File: src/rtl/dma_pkg.sv
// Shared definitions for the host-DMA copy path: copy controller FSM states
// and the default transfer-length width also used by the DMAC instantiation.
package dma_pkg;

    localparam int DEFAULT_SIZE_WIDTH = 17;

    typedef enum logic [2:0] {
        IDLE,
        START,
        XFER,
        FLUSH,
        FIN
    } copy_state_e;

endpackage

File: src/rtl/dma_copy_ctrl.sv
// Copy engine beside the DMAC: one go issues a read and a write DMA, moves words
// from the read FIFO to the write FIFO through a one-entry holding register.
module dma_copy_ctrl
    import dma_pkg::*;
#(
    parameter int DATA_WIDTH = 32,
    parameter int ADDR_WIDTH = 32,
    parameter int SIZE_WIDTH = DEFAULT_SIZE_WIDTH
) (
    input  logic                  clk,
    input  logic                  rst,
    input  logic                  go,
    input  logic [ADDR_WIDTH-1:0] src_addr,
    input  logic [ADDR_WIDTH-1:0] dst_addr,
    input  logic [SIZE_WIDTH-1:0] size,
    output logic                  busy,
    output logic                  done,
    output logic [DATA_WIDTH-1:0] checksum,
    output logic                  Rd_go,
    output logic                  Wr_go,
    output logic [SIZE_WIDTH-1:0] Rd_size,
    output logic [SIZE_WIDTH-1:0] Wr_size,
    output logic [ADDR_WIDTH-1:0] Rd_addr,
    output logic [ADDR_WIDTH-1:0] Wr_addr,
    input  logic [DATA_WIDTH-1:0] Rd_data,
    input  logic                  Empty,
    output logic                  Rd_en,
    input  logic                  Rd_done,
    output logic [DATA_WIDTH-1:0] Wr_data,
    input  logic                  Full,
    output logic                  Wr_en,
    input  logic                  Wr_done
);

    localparam logic [SIZE_WIDTH-1:0] CNT_ONE = SIZE_WIDTH'(1);

    copy_state_e           state_q;
    logic [ADDR_WIDTH-1:0] srcAddr_q;
    logic [ADDR_WIDTH-1:0] dstAddr_q;
    logic [SIZE_WIDTH-1:0] size_q;
    logic [SIZE_WIDTH-1:0] rdCnt_q;
    logic [SIZE_WIDTH-1:0] rdCnt_d;
    logic [SIZE_WIDTH-1:0] wrCnt_q;
    logic [SIZE_WIDTH-1:0] wrCnt_d;
    logic [DATA_WIDTH-1:0] holdData_q;
    logic [DATA_WIDTH-1:0] checksum_q;
    logic [DATA_WIDTH-1:0] checksum_d;
    logic                  holdValid_q;
    logic                  rdDoneSeen_q;
    logic                  wrDoneSeen_q;
    logic                  busy_q;
    logic                  done_q;
    logic                  dmaGo_q;
    logic                  rdEn;
    logic                  wrEn;
    logic                  lastPush;
    logic                  active;

    // A pop is allowed only when the holding register is free or drains this cycle.
    always_comb begin
        wrEn       = (state_q == XFER) && holdValid_q && !Full;
        rdEn       = (state_q == XFER) && !Empty && (rdCnt_q < size_q)
                     && (!holdValid_q || wrEn);
        rdCnt_d    = rdCnt_q + CNT_ONE;
        wrCnt_d    = wrCnt_q + CNT_ONE;
        checksum_d = checksum_q + Rd_data;
        lastPush   = wrEn && (wrCnt_d == size_q);
    end

    always_ff @(posedge clk) begin
        if (rst) begin
            state_q      <= IDLE;
            srcAddr_q    <= '0;
            dstAddr_q    <= '0;
            size_q       <= '0;
            rdCnt_q      <= '0;
            wrCnt_q      <= '0;
            holdData_q   <= '0;
            holdValid_q  <= 1'b0;
            checksum_q   <= '0;
            rdDoneSeen_q <= 1'b0;
            wrDoneSeen_q <= 1'b0;
            busy_q       <= 1'b0;
            done_q       <= 1'b0;
            dmaGo_q      <= 1'b0;
        end else begin
            dmaGo_q <= 1'b0;
            done_q  <= 1'b0;

            // Completions may arrive before the last word moves, so they are kept sticky.
            if (state_q != IDLE) begin
                if (Rd_done) rdDoneSeen_q <= 1'b1;
                if (Wr_done) wrDoneSeen_q <= 1'b1;
            end

            case (state_q)
                IDLE: begin
                    if (go) begin
                        srcAddr_q    <= src_addr;
                        dstAddr_q    <= dst_addr;
                        size_q       <= size;
                        rdCnt_q      <= '0;
                        wrCnt_q      <= '0;
                        holdValid_q  <= 1'b0;
                        checksum_q   <= '0;
                        rdDoneSeen_q <= 1'b0;
                        wrDoneSeen_q <= 1'b0;
                        if (size != '0) begin
                            state_q <= START;
                            dmaGo_q <= 1'b1;
                            busy_q  <= 1'b1;
                        end else begin
                            state_q <= FIN;
                            done_q  <= 1'b1;
                        end
                    end
                end
                START: begin
                    state_q <= XFER;
                end
                XFER: begin
                    if (rdEn) begin
                        holdData_q  <= Rd_data;
                        holdValid_q <= 1'b1;
                        checksum_q  <= checksum_d;
                        rdCnt_q     <= rdCnt_d;
                    end else if (wrEn) begin
                        holdValid_q <= 1'b0;
                    end
                    if (wrEn) begin
                        wrCnt_q <= wrCnt_d;
                    end
                    if (lastPush) begin
                        state_q <= FLUSH;
                    end
                end
                FLUSH: begin
                    if (rdDoneSeen_q && wrDoneSeen_q) begin
                        state_q <= FIN;
                        done_q  <= 1'b1;
                        busy_q  <= 1'b0;
                    end
                end
                FIN: begin
                    state_q <= IDLE;
                end
                default: begin
                    state_q <= IDLE;
                end
            endcase
        end
    end

    assign active   = (state_q != IDLE);
    assign Rd_addr  = active ? srcAddr_q : '0;
    assign Wr_addr  = active ? dstAddr_q : '0;
    assign Rd_size  = active ? size_q : '0;
    assign Wr_size  = active ? size_q : '0;
    assign Rd_go    = dmaGo_q;
    assign Wr_go    = dmaGo_q;
    assign Rd_en    = rdEn;
    assign Wr_en    = wrEn;
    assign Wr_data  = holdData_q;
    assign checksum = checksum_q;
    assign busy     = busy_q;
    assign done     = done_q;

endmodule

File: config.mk
export PLATFORM = sky130hd
export DESIGN_NAME = dma_copy_ctrl
export DESIGN_NICKNAME = d
export VERILOG_FILES = /design/src/rtl/dma_pkg.sv /design/src/rtl/dma_copy_ctrl.sv
export SDC_FILE = /design/constraint.sdc
export NUM_CORES = 1
export LEC_CHECK = 0
export BUFFER_PORTS_ARGS = -buffer_cell sky130_fd_sc_hd__buf_4
export CORE_MARGIN = 5
export CORE_UTILIZATION = 53
export DETAILED_ROUTE_END_ITERATION = 10
export PLACE_DENSITY = 0.81
export RECOVER_POWER = 50
export SLEW_MARGIN = 20
export SYNTH_ARGS = -nofsm -noshare
export SYNTH_HDL_FRONTEND = slang
export SYNTH_SLANG_ARGS = --single-unit
File: constraint.sdc
create_clock -name clk -period 6.2 [get_ports clk]
set_input_delay 0.93 -clock clk [delete_from_list [all_inputs] [get_ports clk]]
set_output_delay 0.93 -clock clk [all_outputs]
set_load 0.1 [all_outputs]
==> results of run 1 <==
-- power breakdown --
| group | total, W | leakage, nW | internal, W | switching, W |
|---|---|---|---|---|
| Clock | 0.00116 | 0.297 | 0.000655 | 0.000507 |
| Sequential | 0.00131 | 1.53 | 0.00127 | 0.0000394 |
| Combinational | 0.000903 | 3.45 | 0.000220 | 0.000683 |
-- worst max-delay path, stage by stage --
cell	delay [ps]
clkbuf_1	2540
nand2b_1	800
nor2_1	370
a22o_1	320
-- stage by stage --
stage / hold WS, ps / utilization, % / cell area (µm²) / setup slack (ps)
after floorplan: 432 / - / 10000 / 2630
after global placement: 437 / 64.8 / 12100 / 2670
after detailed placement: 442 / 64.8 / 12100 / 2600
after CTS: 451 / 68.1 / 12700 / 2230
after global routing: 466 / 66.5 / 12400 / 1110
final: 450 / 66.5 / 12400 / 1520
-- state kept, by name (all words and copies together), names as in the netlist --
| register | count |
|---|---|
| wrDoneSeen_q | 1 |
| wrCnt_q | 17 |
| rdCnt_q | 17 |
| done | 1 |
| state_q | 3 |
| size_q | 17 |
| rdDoneSeen_q | 1 |
| Wr_data | 32 |
| Rd_go | 1 |
| checksum | 32 |
| busy | 1 |
| holdValid_q | 1 |
| dstAddr_q | 32 |
| srcAddr_q | 32 |
-- layer usage --
metal  wire length, µm  track usage, %
met3              1950            6.11
met5                 0               0
met4               484            7.69
met1             12000            31.7
met2             13900            44.1
-- area by class of cell --
cell class                      count  area, µm²
Fill cell                        1644       6250
Inverter                           29        109
Timing Repair Buffer              294       1900
Tap cell                          234        293
Clock inverter                     13        178
Multi-Input combinational cell    974       5710
Clock buffer                       18        439
Sequential cell                   188       3760
-- cells by family (layout without fill, tap and decap cells) --
kind of cell / count (synthesis) / count (layout) / share of synthesized area (%)
compound gates: 302 / 302 / 18.8
xor+xnor: 71 / 71 / 6.22
fa+ha+maj: 50 / 50 / 6.33
buf+inv: 122 / 354 / 5.39
flops: 188 / 188 / 37.6
mux: 1 / 1 / 0.100
simple gates: 550 / 550 / 25.5
-- worst paths after layout --
kind                  from             to  slack [ps]
max reg2reg     size_q[10]   checksum[31]        2800
min reg2reg  dstAddr_q[21]  dstAddr_q[21]         450
max                    rst   checksum[18]        1520
min          dstAddr_q[21]  dstAddr_q[21]         450
-- cells in the mapped netlist, types with 10 or more instances --
cell type	n	area [µm²]
nand3_1	27	135
and2_1	70	438
inv_1	28	105
dfxtp_1	188	3760
and3_1	18	113
or3_1	10	62.6
clkbuf_1	62	233
nand2_1	269	1010
a21oi_1	171	856
nand4_1	13	81.3
xor2_1	20	175
buf_4	18	135
xnor2_1	51	447
a31oi_1	19	119
nor2_1	93	349
ha_1	49	613
a21o_1	21	158
o21ai_0	32	160
a22o_1	10	87.6
==> flow_metrics.tcl, run 1 <==
set metrics [dict create \
    area_growth_syn_to_layout_pct 24.0 \
    syn_avg_cell_area_um2 7.79 \
    cts_buffer_depth 2 \
    synthArstFlopShare_pct 0 \
    hold_depth 2 \
    cp-start-kind "input pin" \
    p_total_w 0.00338 \
    ant_nets 0 \
    p_per_area_nw_per_um2 272 \
    dr.pass1.iters 5 \
    cp.required_ps 6510 \
    violations "capacitance limit, slew limit" \
    postCtsHoldBufs 0 \
    dieArea_um2 21700 \
    seq_area_frac_synth_pct 37.6 \
    crit_arrival_ps 4990 \
    hold_viol 0 \
    grt_overflow 0 \
    grt_pass1_wl_um 46200 \
    maxSlewHeadroom_pct -145 \
    finalNonFillerCells 1750 \
    routedWlPerCell_um 16.2 \
    yosysWarningCount 0 \
    finClkSkew_ps 17.4 \
    fin_crit_sh_pct 75.5 \
    routabilityCongestion 0.883 \
    htreeDepth 4 \
    drive_gt1_share_pct 18.1 \
    synth_nets 1454 \
    numCtsBuffers 17 \
    ys_ff_latch 188 \
    path_clk_slew_ps 80 \
    cts_resized 0 \
    dpl.cell_count 1719 \
    worstSkewPairLatency_ps 440 \
    slew_viol_final 80 \
    fin_setup_tns_ps 0 \
    vias 9551 \
    core_region_area_um2 18600 \
    die_w_um 147 \
    fp.dieH_um 147 \
    fin_nets 1674 \
    syn_area_um2 10000 \
    drt_iter0_drc 539 \
    final_common_cell "nand2_1" \
    row_count 50 \
    synthFlopType "dfxtp_1" \
    viasPerCell 5.46 \
    start_util_pct 53.6 \
    worst_pin_slew_ps 3670 \
    grt_usage_pct 25.5 \
    diodes 0 \
    postCtsSetupRepairBufs 0 \
    cts-root-buf "clkbuf_16" \
    leakage_nw 5.28 \
    antenna_found_initial 0 \
    crit_type "in2reg" \
    post-dp-hpwl_um 20200 \
    min_period_ps 4680 \
    rsz0062_at_grt "no" \
    grt_max_degree 85 \
    drc 0 \
    first_global_vias 9330 \
    peakVddDrop_uv 218 \
    drv_cap 1 \
    port-buffer-count 287 \
    endpoint_kind "flop" \
    tritoncts "built" \
    setup_viol 0 \
    clock_sinks 188 \
    path_max_fanout 79 \
    final_cell_mix "268 x nand2_1, 212 x buf_4, 188 x dfxtp_1, 171 x a21oi_1, 93 x nor2_1" \
    hold_class "reg2reg" \
    synth-edff-count 0 \
    fmax_mhz 214 \
    r2r.worst_path.cells 12 \
    syn_inst 1284 \
    wirelength_um 28300 \
    status "finished with violations" \
    ys_types 64 \
    ios 288 \
]
No activity file was read; power rests on OpenSTA's default activity.
==> run 2, diff against run 1 <==
- CORE_UTILIZATION: 53 -> 48
- PLACE_DENSITY: 0.81 -> 0.78
- clock period: 6.2 -> 3.8 ns (I/O delays scaled with it)
==> run 2 against run 1 <==
Effect of this change:
- the run still ends with capacitance limit, slew limit left
- global-route usage down 3.1 points
- combinational power up 63%
- non-clock buffer count up 6
- via count down 0.39%
- first-iteration DRC count down 7.4%
- clock-buffer cell count up 1
- sequential share of layout area down 0.055 points
- worst setup slack worse by 970 ps
- total power up 58%
- largest cell class unchanged
- highest routed layer unchanged
==> flow_metrics.tcl, run 2 (synthesized netlist as in run 1, its figures left out) <==
set metrics [dict create \
    path_clk_slew_ps 70 \
    cts-root-buf "clkbuf_16" \
    hold_class "in2reg" \
    die_w_um 154 \
    grt_usage_pct 22.4 \
    combPwrFrac_pct 27.5 \
    vias 9514 \
    path_delay_family "simple AND/OR/NAND/NOR gates" \
    dieArea_um2 23800 \
    port-buffer-count 287 \
    dr.pass1.iters 5 \
    fmax_mhz 307 \
    ios 288 \
    worstSkewPairLatency_ps 430 \
    p_per_area_nw_per_um2 430 \
    fin_crit_sh_pct 85.6 \
    post-dp-hpwl_um 20300 \
    seq_power_share_pct 40.1 \
    postCtsSetupRepairBufs 0 \
    drive_gt1_share_pct 18.3 \
    drc 0 \
    antenna_found_initial 0 \
    ant_nets 0 \
    leakage_nw 5.28 \
    worst_pin_slew_ps 2090 \
    cp-start-kind "flop" \
    endpoint_kind "flop" \
    row_count 52 \
    setup.worst_path.start "state_q[1]" \
    final_common_cell "nand2_1" \
    hold_viol 0 \
    core_region_area_um2 20400 \
    first_global_vias 9036 \
    setup_viol 0 \
    fp.dieH_um 154 \
    max_stage_delay_ps 680 \
    ff2ff_setup_slack_ps 550 \
    clock_sinks 188 \
    hp-start "Rd_done" \
    peakVddDrop_uv 305 \
    diodes 0 \
    finClkSkew_ps 12.7 \
    cp.required_ps 4020 \
    fin_setup_tns_ps 0 \
    rsz0062_at_grt "no" \
    crit_arrival_ps 3480 \
    p_sw_share_pct 37.8 \
    routedWlPerCell_um 15.4 \
    viasPerCell 5.31 \
    drt_iter0_drc 499 \
    grt_pass1_wl_um 44900 \
    path_cells "nor3_2 > nand2_4 > clkbuf_1 > nand2_1 > o21ai_0 > a22oi_1 > nor2_1" \
    maxSlewHeadroom_pct -39.5 \
    p_total_w 0.00534 \
    cts_resized 0 \
    wirelength_um 27700 \
    internal_power_w 0.00332 \
    slowest_stage "clkbuf_1" \
    grt_max_degree 99 \
    cts_buffer_depth 2 \
    postCtsHoldBufs 0 \
    status "finished with violations" \
    grt_overflow 0 \
    start_util_pct 49.1 \
    path_buf_inv 1 \
    violations "capacitance limit, slew limit" \
    p_sw_w 0.00202 \
    whs_ps 366 \
    final_cell_mix "268 x nand2_1, 213 x buf_4, 188 x dfxtp_1, 171 x a21oi_1, 93 x nor2_1" \
    rr_startpoint "state_q[1]" \
    fin_nets 1680 \
    clockPowerShare_pct 32.4 \
    nFillCells 1948 \
    path_max_fanout 46 \
    area_growth_syn_to_layout_pct 24.2 \
    drv_cap 1 \
    slew_viol_final 99 \
    htreeDepth 4 \
    tritoncts "built" \
    routabilityCongestion 0.905 \
    min_period_ps 3250 \
    numCtsBuffers 17 \
    crit_type "reg2reg" \
]
## run 2: stage by stage
stage	std cells	area [µm²]	util, %	setup slack, ps
global placement	1761	12200	59.8	601
global route	1793	12400	61.0	218
detailed placement	1761	12200	59.8	531
finish	1793	12400	61.0	547
floorplan	1284	10000	-	586
CTS	1793	12700	62.6	532
## run 2: final cells by class
class,instances,area [µm²],area share (%)
Clock inverter,13,123,0.987
Tap cell,270,338,2.72
Multi-Input combinational cell,974,5710,46.0
Sequential cell,188,3760,30.3
Clock buffer,19,443,3.57
Inverter,29,109,0.877
Timing Repair Buffer,300,1930,15.5
## run 2: metal layers
metal / global-route usage [%] / part of all wire, % / vias up / wire length, µm
met1: 28.0 / 42 / 4383 / 11800
met5: 0 / 0 / - / 0
met3: 5.73 / 7.5 / 29 / 2070
met2: 38.5 / 49 / 310 / 13400
met4: 5.85 / 1.4 / 0 / 397
li1: - / - / 4792 / -
## run 2: tightest hold or removal path, cell delays in order
cell and delay (ps):
buf_4 70, a21oi_1 50, nor2_1 70
## run 2: final timing paths
check	endpoint	cells past startpoint
worst max register to register	wrCnt_q[10]	7
worst min-delay path	rdDoneSeen_q	3
worst max-delay path	wrCnt_q[10]	7
worst min register to register	srcAddr_q[18]	2
## run 2: power by group through the flow
stage | sequential (W) | combinational, W | clock, W
5_1_grt | 0.00215 | 0.00157 | 0.00186
6_report | 0.00214 | 0.00147 | 0.00173
3_5_place_dp | 0.00219 | 0.00151 | 0
2_1_floorplan | 0.00239 | 0.000924 | 0
4_1_cts | 0.00214 | 0.00152 | 0.00178
3_3_place_gp | 0.00218 | 0.00150 | 0
